[config.mk]
export PLATFORM = sky130hd
export DESIGN_NAME = pipe_hazard_ctrl
export DESIGN_NICKNAME = d
export VERILOG_FILES = /design/src/rtl/pipe_hazard_ctrl_pkg.sv /design/src/rtl/pipe_hazard_ctrl_btb_table.sv /design/src/rtl/pipe_hazard_ctrl.sv
export SDC_FILE = /design/constraint.sdc
export NUM_CORES = 2
export LEC_CHECK = 0
export ABC_CLOCK_PERIOD_IN_PS = 52900
export CORE_MARGIN = 2
export CORE_UTILIZATION = 35
export DETAILED_ROUTE_END_ITERATION = 8
export GPL_ROUTABILITY_DRIVEN = 0
export SLEW_MARGIN = 10
export SYNTH_ARGS = -nofsm -noshare
export SYNTH_HDL_FRONTEND = slang
export SYNTH_SLANG_ARGS = --single-unit
export TNS_END_PERCENT = 1
[constraint.sdc]
create_clock -name CLK -period 52.9 [get_ports CLK]
set_input_delay 13.225 -clock CLK [delete_from_list [all_inputs] [get_ports CLK]]
set_output_delay 13.225 -clock CLK [all_outputs]
set_load 0.05 [all_outputs]
[src/rtl/pipe_hazard_ctrl_pkg.sv]
// Shared encodings for the branch-resolve / hazard controller and its BTB.
// Holds the PCSrc codes, the 2-bit predictor states and the sequential PC step.
package pipe_hazard_ctrl_pkg;

  typedef logic [1:0] pcsrc_t;
  typedef logic [1:0] ctr_t;

  localparam pcsrc_t PCSRC_NONE   = 2'b00;
  localparam pcsrc_t PCSRC_JAL    = 2'b01;
  localparam pcsrc_t PCSRC_JALR   = 2'b10;
  localparam pcsrc_t PCSRC_BRANCH = 2'b11;

  localparam ctr_t CTR_SNT = 2'b00;
  localparam ctr_t CTR_WNT = 2'b01;
  localparam ctr_t CTR_WT  = 2'b10;
  localparam ctr_t CTR_ST  = 2'b11;

  localparam int PC_STEP = 4;

  // Saturating 2-bit counter step; 00 and 11 hold their value.
  function automatic ctr_t ctr_step(input ctr_t ctr, input logic taken);
    if (taken) begin
      return (ctr == CTR_ST) ? CTR_ST : ctr + 2'd1;
    end
    return (ctr == CTR_SNT) ? CTR_SNT : ctr - 2'd1;
  endfunction

endpackage

[src/rtl/pipe_hazard_ctrl_btb_table.sv]
// Direct-mapped branch target buffer: combinational lookup, registered update.
// A lookup and an update of the same index in one cycle sees pre-update contents.
module btb_table
  import pipe_hazard_ctrl_pkg::*;
#(
  parameter int XLEN        = 32,
  parameter int BTB_ENTRIES = 16
) (
  input  logic            clk,
  input  logic            rst,
  input  logic [XLEN-1:0] lookup_pc,
  output logic            pred_taken,
  output logic [XLEN-1:0] pred_target,
  input  logic            upd_en,
  input  pcsrc_t          upd_pcsrc,
  input  logic [XLEN-3:0] upd_word,
  input  logic            upd_taken,
  input  logic [XLEN-1:0] upd_target
);

  localparam int IDX_W = $clog2(BTB_ENTRIES);
  localparam int TAG_W = XLEN - IDX_W - 2;

  logic            ent_valid  [BTB_ENTRIES];
  logic            ent_jump   [BTB_ENTRIES];
  logic [TAG_W-1:0] ent_tag   [BTB_ENTRIES];
  logic [XLEN-1:0] ent_target [BTB_ENTRIES];
  ctr_t            ent_ctr    [BTB_ENTRIES];

  logic [IDX_W-1:0] lk_idx;
  logic [TAG_W-1:0] lk_tag;
  logic             lk_hit;
  logic [IDX_W-1:0] upd_idx;
  logic [TAG_W-1:0] upd_tag;
  logic             upd_hit;

  assign lk_idx  = lookup_pc[IDX_W+1:2];
  assign lk_tag  = lookup_pc[XLEN-1:IDX_W+2];
  assign lk_hit  = ent_valid[lk_idx] && (ent_tag[lk_idx] == lk_tag);

  assign pred_taken  = lk_hit && (ent_jump[lk_idx] || ent_ctr[lk_idx][1]);
  assign pred_target = pred_taken ? ent_target[lk_idx] : lookup_pc + XLEN'(PC_STEP);

  // upd_word is the resolving PC without its two byte-offset bits.
  assign upd_idx = upd_word[IDX_W-1:0];
  assign upd_tag = upd_word[XLEN-3:IDX_W];
  assign upd_hit = ent_valid[upd_idx] && (ent_tag[upd_idx] == upd_tag);

  for (genvar gi = 0; gi < BTB_ENTRIES; gi++) begin : g_entry
    logic             valid_reg;
    logic             jump_reg;
    logic [TAG_W-1:0] tag_reg;
    logic [XLEN-1:0]  target_reg;
    ctr_t             ctr_reg;
    logic             sel;

    assign sel = upd_en && (upd_idx == IDX_W'(gi));

    always_ff @(posedge clk or posedge rst) begin
      if (rst) begin
        valid_reg  <= 1'b0;
        jump_reg   <= 1'b0;
        tag_reg    <= '0;
        target_reg <= '0;
        ctr_reg    <= CTR_SNT;
      end else if (sel) begin
        case (upd_pcsrc)
          PCSRC_JAL, PCSRC_JALR: begin
            valid_reg  <= 1'b1;
            jump_reg   <= 1'b1;
            tag_reg    <= upd_tag;
            target_reg <= upd_target;
            ctr_reg    <= CTR_ST;
          end
          PCSRC_BRANCH: begin
            if (upd_hit) begin
              jump_reg   <= 1'b0;
              target_reg <= upd_target;
              ctr_reg    <= ctr_step(ctr_reg, upd_taken);
            end else if (upd_taken) begin
              valid_reg  <= 1'b1;
              jump_reg   <= 1'b0;
              tag_reg    <= upd_tag;
              target_reg <= upd_target;
              ctr_reg    <= CTR_WT;
            end
          end
          default: begin
            // A non-control instruction owning this entry means the entry is stale.
            if (upd_hit) valid_reg <= 1'b0;
          end
        endcase
      end
    end

    assign ent_valid[gi]  = valid_reg;
    assign ent_jump[gi]   = jump_reg;
    assign ent_tag[gi]    = tag_reg;
    assign ent_target[gi] = target_reg;
    assign ent_ctr[gi]    = ctr_reg;
  end

endmodule

[src/rtl/pipe_hazard_ctrl.sv]
// Control-hazard and load-use controller: mispredict redirect/flush, stall
// generation, BTB-based fetch prediction and resolve/mispredict counters.
module pipe_hazard_ctrl
  import pipe_hazard_ctrl_pkg::*;
#(
  parameter int XLEN        = 32,
  parameter int BTB_ENTRIES = 16,
  parameter int CNT_W       = 32
) (
  input  logic             CLK,
  input  logic             RST,
  input  logic [XLEN-1:0]  PC_IF,
  output logic             PRED_TAKEN,
  output logic [XLEN-1:0]  PRED_TARGET,
  input  logic             RES_VALID,
  input  logic [1:0]       PCSrc,
  input  logic             Branch_Cond,
  input  logic [XLEN-1:0]  PC_EXMEM,
  input  logic [XLEN-1:0]  ALUOUT_EXMEM,
  input  logic             PRED_TAKEN_EXMEM,
  input  logic [XLEN-1:0]  PRED_TARGET_EXMEM,
  input  logic [4:0]       RS1_ID,
  input  logic [4:0]       RS2_ID,
  input  logic [4:0]       RD_IDEX,
  input  logic             MemRead_IDEX,
  output logic [XLEN-1:0]  ALUOUT_PC,
  output logic             Hazard_Sig,
  output logic             FLUSH_IFID,
  output logic             FLUSH_IDEX,
  output logic             FLUSH_EXMEM,
  output logic             STALL_PC,
  output logic             STALL_IFID,
  output logic             BUBBLE_IDEX,
  output logic [CNT_W-1:0] BR_CNT,
  output logic [CNT_W-1:0] MISP_CNT
);

  logic            actual_taken;
  logic [XLEN-1:0] actual_target;
  logic            mispredict;
  logic            load_use;
  logic [CNT_W-1:0] br_cnt_reg;
  logic [CNT_W-1:0] misp_cnt_reg;

  assign actual_taken = (PCSrc == PCSRC_JAL) || (PCSrc == PCSRC_JALR) ||
                        ((PCSrc == PCSRC_BRANCH) && Branch_Cond);
  assign actual_target = (PCSrc == PCSRC_JALR) ? {ALUOUT_EXMEM[XLEN-1:1], 1'b0} : ALUOUT_EXMEM;

  assign mispredict = RES_VALID &&
                      ((PRED_TAKEN_EXMEM != actual_taken) ||
                       (actual_taken && (PRED_TARGET_EXMEM != actual_target)));

  assign Hazard_Sig  = mispredict;
  assign FLUSH_IFID  = mispredict;
  assign FLUSH_IDEX  = mispredict;
  assign FLUSH_EXMEM = mispredict;
  assign ALUOUT_PC   = !mispredict ? '0 :
                       actual_taken ? actual_target : PC_EXMEM + XLEN'(PC_STEP);

  // A redirect squashes the instructions the stall would otherwise hold.
  assign load_use = MemRead_IDEX && (RD_IDEX != 5'd0) &&
                    ((RD_IDEX == RS1_ID) || (RD_IDEX == RS2_ID));
  assign STALL_PC    = load_use && !mispredict;
  assign STALL_IFID  = load_use && !mispredict;
  assign BUBBLE_IDEX = load_use && !mispredict;

  always_ff @(posedge CLK or posedge RST) begin
    if (RST) begin
      br_cnt_reg   <= '0;
      misp_cnt_reg <= '0;
    end else begin
      if (RES_VALID && (PCSrc != PCSRC_NONE) && !(&br_cnt_reg))
        br_cnt_reg <= br_cnt_reg + 1'b1;
      if (mispredict && !(&misp_cnt_reg))
        misp_cnt_reg <= misp_cnt_reg + 1'b1;
    end
  end

  assign BR_CNT   = br_cnt_reg;
  assign MISP_CNT = misp_cnt_reg;

  btb_table #(
    .XLEN        (XLEN),
    .BTB_ENTRIES (BTB_ENTRIES)
  ) u_btb (
    .clk         (CLK),
    .rst         (RST),
    .lookup_pc   (PC_IF),
    .pred_taken  (PRED_TAKEN),
    .pred_target (PRED_TARGET),
    .upd_en      (RES_VALID),
    .upd_pcsrc   (PCSrc),
    .upd_word    (PC_EXMEM[XLEN-1:2]),
    .upd_taken   (actual_taken),
    .upd_target  (actual_target)
  );

endmodule

# Word level (Yosys, flattened, before mapping)
# Index checks and enable logic that the tools add are counted.
# op_classes
add_sub_neg,36
multipliers,0
div,0
n_lt_le_gt_ge,2
n_eq_ne,43
shifts,0
mux,154
bitwise_logic,2
reduce_logical,108
# ops
cell,n
$mux W32,7
$bmux W26 S4,2
$mux W2,83
$mux W26,6
$bmux W32 S4,1
$reduce_and A4 Y1,32
$add A32 B1 Y32 const B,2
$add A32 B3 Y32 const B,2
$pmux W2 S2,16
$pmux W32 S2,1
$reduce_and A32 Y1,2
$eq A26 B26 Y1,2
$pmux W26 S2,1
$reduce_and A3 Y1,16
$eq A2 B2 Y1 const B,18
$add A2 B1 Y2 const B,16
$eq A4 B4 Y1 const B,8
$logic_not A2 Y1,16
$ne A32 B32 Y1,1
$sub A2 B1 Y2 const B,16
$mux W1,31
$logic_and A1 B1 Y1,28
$eq A4 B3 Y1 const B,4
$bmux W1 S4,3
18 further kinds,31
# totals
register_bits,1056
latchBits,0
ramBits,0
rom_bits,0
inputBits,151
out_inout_bits,136
elab_cells,427
memories,0

# Longest topological paths before layout
# depth
word_depth,12
mapped_depth,17
depth_no_buf,11

# Hierarchy
# Synthesis repeated with hierarchy kept, for this count alone.
# hier_totals
hier_cells,3902
hier_area_um2,55749.7
# modules_own_cells
module,n_inst,cells_each,area_per_inst_um2,seq_area_each_um2
btb_table,1,3370,51005.2,24823.8
pipe_hazard_ctrl,1,532,4744.6,1601.5

# Least setup slack after synthesis
# No wires, ideal clock.
# synth_path
path_kind,in2out
startpoint,input PC_IF[2]
endpoint,output PRED_TARGET[2]
t_arrival_ps,17021
required_ps,39675
slack_ps,22654
path_stages,10
n_path_buf,4
path_cell_list,clkbuf_1 -> buf_1 -> clkbuf_1 -> mux4_2 -> mux4_2 -> xor2_1 -> nor4_1 -> nand4_1 -> buf_2 -> mux2i_1
# synth_between
elab_chain_len,8
elab_cells_between_ends,22
classes_between,1 x add/sub; 1 x eq/ne; 16 x mux; 1 x bitwise; 3 x reduce/logical
# synth_lines
item,line,source
"start, declared",pipe_hazard_ctrl.sv:12,"input logic [XLEN-1:0] PC_IF,"
$not A4 Y5 (implied by the code),"pipe_hazard_ctrl_btb_table.sv:39, pipe_hazard_ctrl_btb_table.sv:41, pipe_hazard_ctrl_btb_table.sv:42",
$bmux W26 S4,pipe_hazard_ctrl_btb_table.sv:39,assign lk_hit = ent_valid[lk_idx] && (ent_tag[lk_idx] == lk_tag);
$mux W26 (implied by the code) (2 in a row),pipe_hazard_ctrl_btb_table.sv:39,
$eq A26 B26 Y1,pipe_hazard_ctrl_btb_table.sv:39,
$logic_and A1 B1 Y1,pipe_hazard_ctrl_btb_table.sv:39,
$logic_and A1 B1 Y1,pipe_hazard_ctrl_btb_table.sv:41,assign pred_taken = lk_hit && (ent_jump[lk_idx] || ent_ctr[lk_idx][1]);
$mux W32 (*),pipe_hazard_ctrl_btb_table.sv:42,assign pred_target = pred_taken ? ent_target[lk_idx] : lookup_pc + XLEN'(PC_STEP);
"end, declared",pipe_hazard_ctrl.sv:14,"output logic [XLEN-1:0] PRED_TARGET,"
# Every way passes the cells marked *; elsewhere a longest branch is shown, timed or not. The select of a mux whose other input is x is not followed.

# Final worst setup path
# Ends and elaborated chain as after synthesis.

==> results.json <==
{
  "rows": 146,
  "rsz0062_at_grt": "false",
  "p_per_area_nw_per_um2": 39.7,
  "die_h_um": 404,
  "ys_top_cells_by_area": "dfrtp_1 (47%), mux2_2 (17%), mux4_2 (14%)",
  "worstHoldStart": "u_btb.g_entry[7].jump_reg",
  "worstPathCellList": "buf_8 -> buf_4 -> buf_4 -> mux4_2 -> mux4_2 -> xnor2_1 -> nand4_1 -> nor3_1 -> nand4_1 -> buf_4 -> mux2i_1 -> clkdlybuf4s50_1",
  "vias": 35900,
  "syn_nets": 4040,
  "cp_top_family": "buffers and inverters",
  "area_growth_syn_to_layout_pct": 15.0,
  "path_clk_slew_ns": 0.06,
  "worstHoldPathType": "flop to flop",
  "critPathKind": "primary input to output pin",
  "cts_tree": "built",
  "grt_pass1_wl_mm": 265,
  "synth_area_um2": 55900,
  "finClkSkew_ns": 0.0762,
  "finalSetupTns_ns": 0,
  "synth_cells": 3879,
  "fin_nets": 4196,
  "cts.path.max_buffers": 3,
  "grt_pass1_vias": 36600,
  "hold_depth": 1,
  "synthArstFlopShare": 1.00,
  "drive_above_1_share": 0.406,
  "synth_edf_count": 0,
  "rr_startpoint": "u_btb.g_entry[9].tag_reg[0]",
  "drtAntennaViolNets": 0,
  "crit_path_start_kind": "primary input",
  "outcome": "complete, no violations",
  "drt-pass1-iter-count": 5,
  "cap_violations": 0,
  "r2r-end": "u_btb.g_entry[6].tag_reg[15]",
  "finalWorstSetupSlack_ns": 20.32,
  "timing.critical_path.buf_inv": 5,
  "drv_slew": 0,
  "wirelength_mm": 182,
  "hold_viol_final": 0,
  "synth_common_cells": "dfrtp_1 (1056), mux2_2 (824), mux4_2 (357)",
  "grt_max_degree": 179,
  "drc_errors": 0,
  "fin_crit_ns": 32.58,
  "design.die.area_um2": 163000,
  "worstMarginPinSlew_ns": 1.18,
  "relSlewSlack": 0.201,
  "synth_top_area_share": 0.472,
  "cts_buffers": 117,
  "dp_slack_ns": 20.29,
  "peakVddDrop_uv": 29.4,
  "crit_start": "PC_IF[2]",
  "initial_utilization": 0.353,
  "fmax_mhz": 30.7,
  "largest_reg_flops": 512,
  "synth_most_common_cell": "dfrtp_1",
  "setup_violations": 0,
  "cts-resized-gates": 0,
  "p_leak_nw": 27.5,
  "via_per_inst": 5.79,
  "clk_latency_ns": 0.76,
  "slowest_delay_ns": 0.89,
  "cts-htree-levels": 3,
  "grt_usage": 0.222,
  "cpMostUsedCell": "buf_4",
  "cpMaxStageDelayCell": "clkdlybuf4s50_1",
  "ctsHoldBuffers": 0,
  "cp-end-kind": "output pin",
  "synth-seq-cells": 1056,
  "ys_seq_area_frac": 0.472,
  "cp_max_fo": 49,
  "ff2ff_setup_slack_ns": 47.65,
  "yosysWarnings": 0,
  "antenna_found_initial": 19,
  "syn_avg_cell_area_um2": 14.4,
  "synth.distinct_cells": 90,
  "io_buffers": 286,
  "cp.required_ns": 39.68,
  "clock_sinks": 1056,
  "holdPathEnd": "u_btb.g_entry[7].jump_reg",
  "overflow": 0,
  "cts_root_buffer": "clkbuf_16",
  "wl_per_cell_um": 29.3,
  "hpwl_mm": 115,
  "drt-initial-drc-count": 3075,
  "synth_area_leader_cell": "dfrtp_1",
  "postCtsSetupRepairBufs": 0,
  "core_area_um2": 159000,
  "period_share": 0.616,
  "arrival_ns": 19.36,
  "final_util": 0.406,
  "fp.dieW_um": 404,
  "reg2reg_depth": 11,
  "synthFlopType": "dfrtp_1",
  "ioPinCount": 287
}
[worst register-to-register path, stage by stage, from the launching register on]
cell and delay, ns:
dfrtp_1 0.40, mux4_2 0.48, xor2_1 0.16, a32o_1 0.25, o311ai_1 0.60, nand4_1 0.21, or4_1 0.63, or4b_2 0.66
buf_4 0.34, nand3_2 0.46, buf_4 0.50, mux2_2 0.42
[placed cells by master, fill, tap and decap left out, types with 13 or more instances in the layout]
cell             Yosys  routed
xor2_1              69      69
o21ai_0             48      48
inv_1               38      37
a211oi_1            32      32
clkdlybuf4s50_1      0     278
mux4_2             357     357
mux2_2             824     824
nand3_1             77      77
a21o_1              22      21
nor3_1              25      25
buf_4               30     103
mux2_4             134     134
nand2_1            100      99
dfrtp_1           1056    1056
mux2i_1             84      84
xnor2_1            138     138
o22ai_1             15      15
clkbuf_8             5      35
clkinv_2             0      16
a22oi_1             28      28
clkbuf_1           151      26
nand4_1             38      38
clkbuf_16            0     118
nor2_1             129     129
o211ai_1            15      15
and3_1              24      24
a221o_1             16      16
a21oi_1             44      42
a31oi_1             13      13
[per-layer routing]
layer	up-vias	global-route usage	routed length [um]	share of wire
met5	-	0	51	0.00028
met4	8	0.0643	5450	0.030
met3	260	0.0467	12800	0.070
met2	1307	0.343	82800	0.45
met1	19500	0.314	80900	0.44
li1	14900	-	-	-
[how the worst max path moves through the flow]
stage / to / slack, ns / cells past startpoint
finish: PRED_TARGET[2] / 20.32 / 12
global route: PRED_TARGET[2] / 20.04 / 12
CTS: PRED_TARGET[2] / 20.27 / 12
detailed placement: PRED_TARGET[2] / 20.29 / 12
global placement: PRED_TARGET[2] / 20.23 / 12
floorplan: BR_CNT[0] / 9.95 / 1
[where the power goes]
| part | internal [mW] | leakage, nW | switching, mW | total, mW |
|---|---|---|---|---|
| Clock | 0.512 | 2.00 | 0.349 | 0.861 |
| Sequential | 0.993 | 13.2 | 0.124 | 1.12 |
| Combinational | 0.330 | 12.3 | 0.249 | 0.579 |
| Total | 1.83 | 27.5 | 0.722 | 2.56 |
[logic make-up after synthesis]
group | count (synthesis) | share of synthesized area
adders and majority gates | 10 | 0.00224
and+or+nand+nor | 481 | 0.0450
DFF | 1056 | 0.472
xor gates and xnor gates | 207 | 0.0324
muxes | 1419 | 0.367
buffers and inverters | 395 | 0.0419
AOI/OAI and AO/OA | 311 | 0.0391
[through the flow]
| stage | power, mW | cell area [um^2] | hold slack [ns] | cells |
|---|---|---|---|---|
| global route | 2.66 | 64300 | 0.492 | 6207 |
| global placement | 1.69 | 60300 | 0.453 | 5988 |
| CTS | 2.57 | 64300 | 0.475 | 6205 |
| finish | 2.56 | 64300 | 0.475 | 6210 |
| detailed placement | 1.70 | 60300 | 0.461 | 5988 |
| floorplan | 1.53 | 55900 | 0.442 | 3879 |
[cell type report]
type | count | area (um^2)
multi-input cells | 2428 | 27400
flip-flops and latches | 1056 | 26400
clock buffers | 179 | 3530
repair buffers | 392 | 3710
inverters | 40 | 158
well taps | 2072 | 2590
diodes | 5 | 12.5
clock inverters | 38 | 544
fillers | 14600 | 94200
Note: power is estimated with default switching activity, not from simulation.
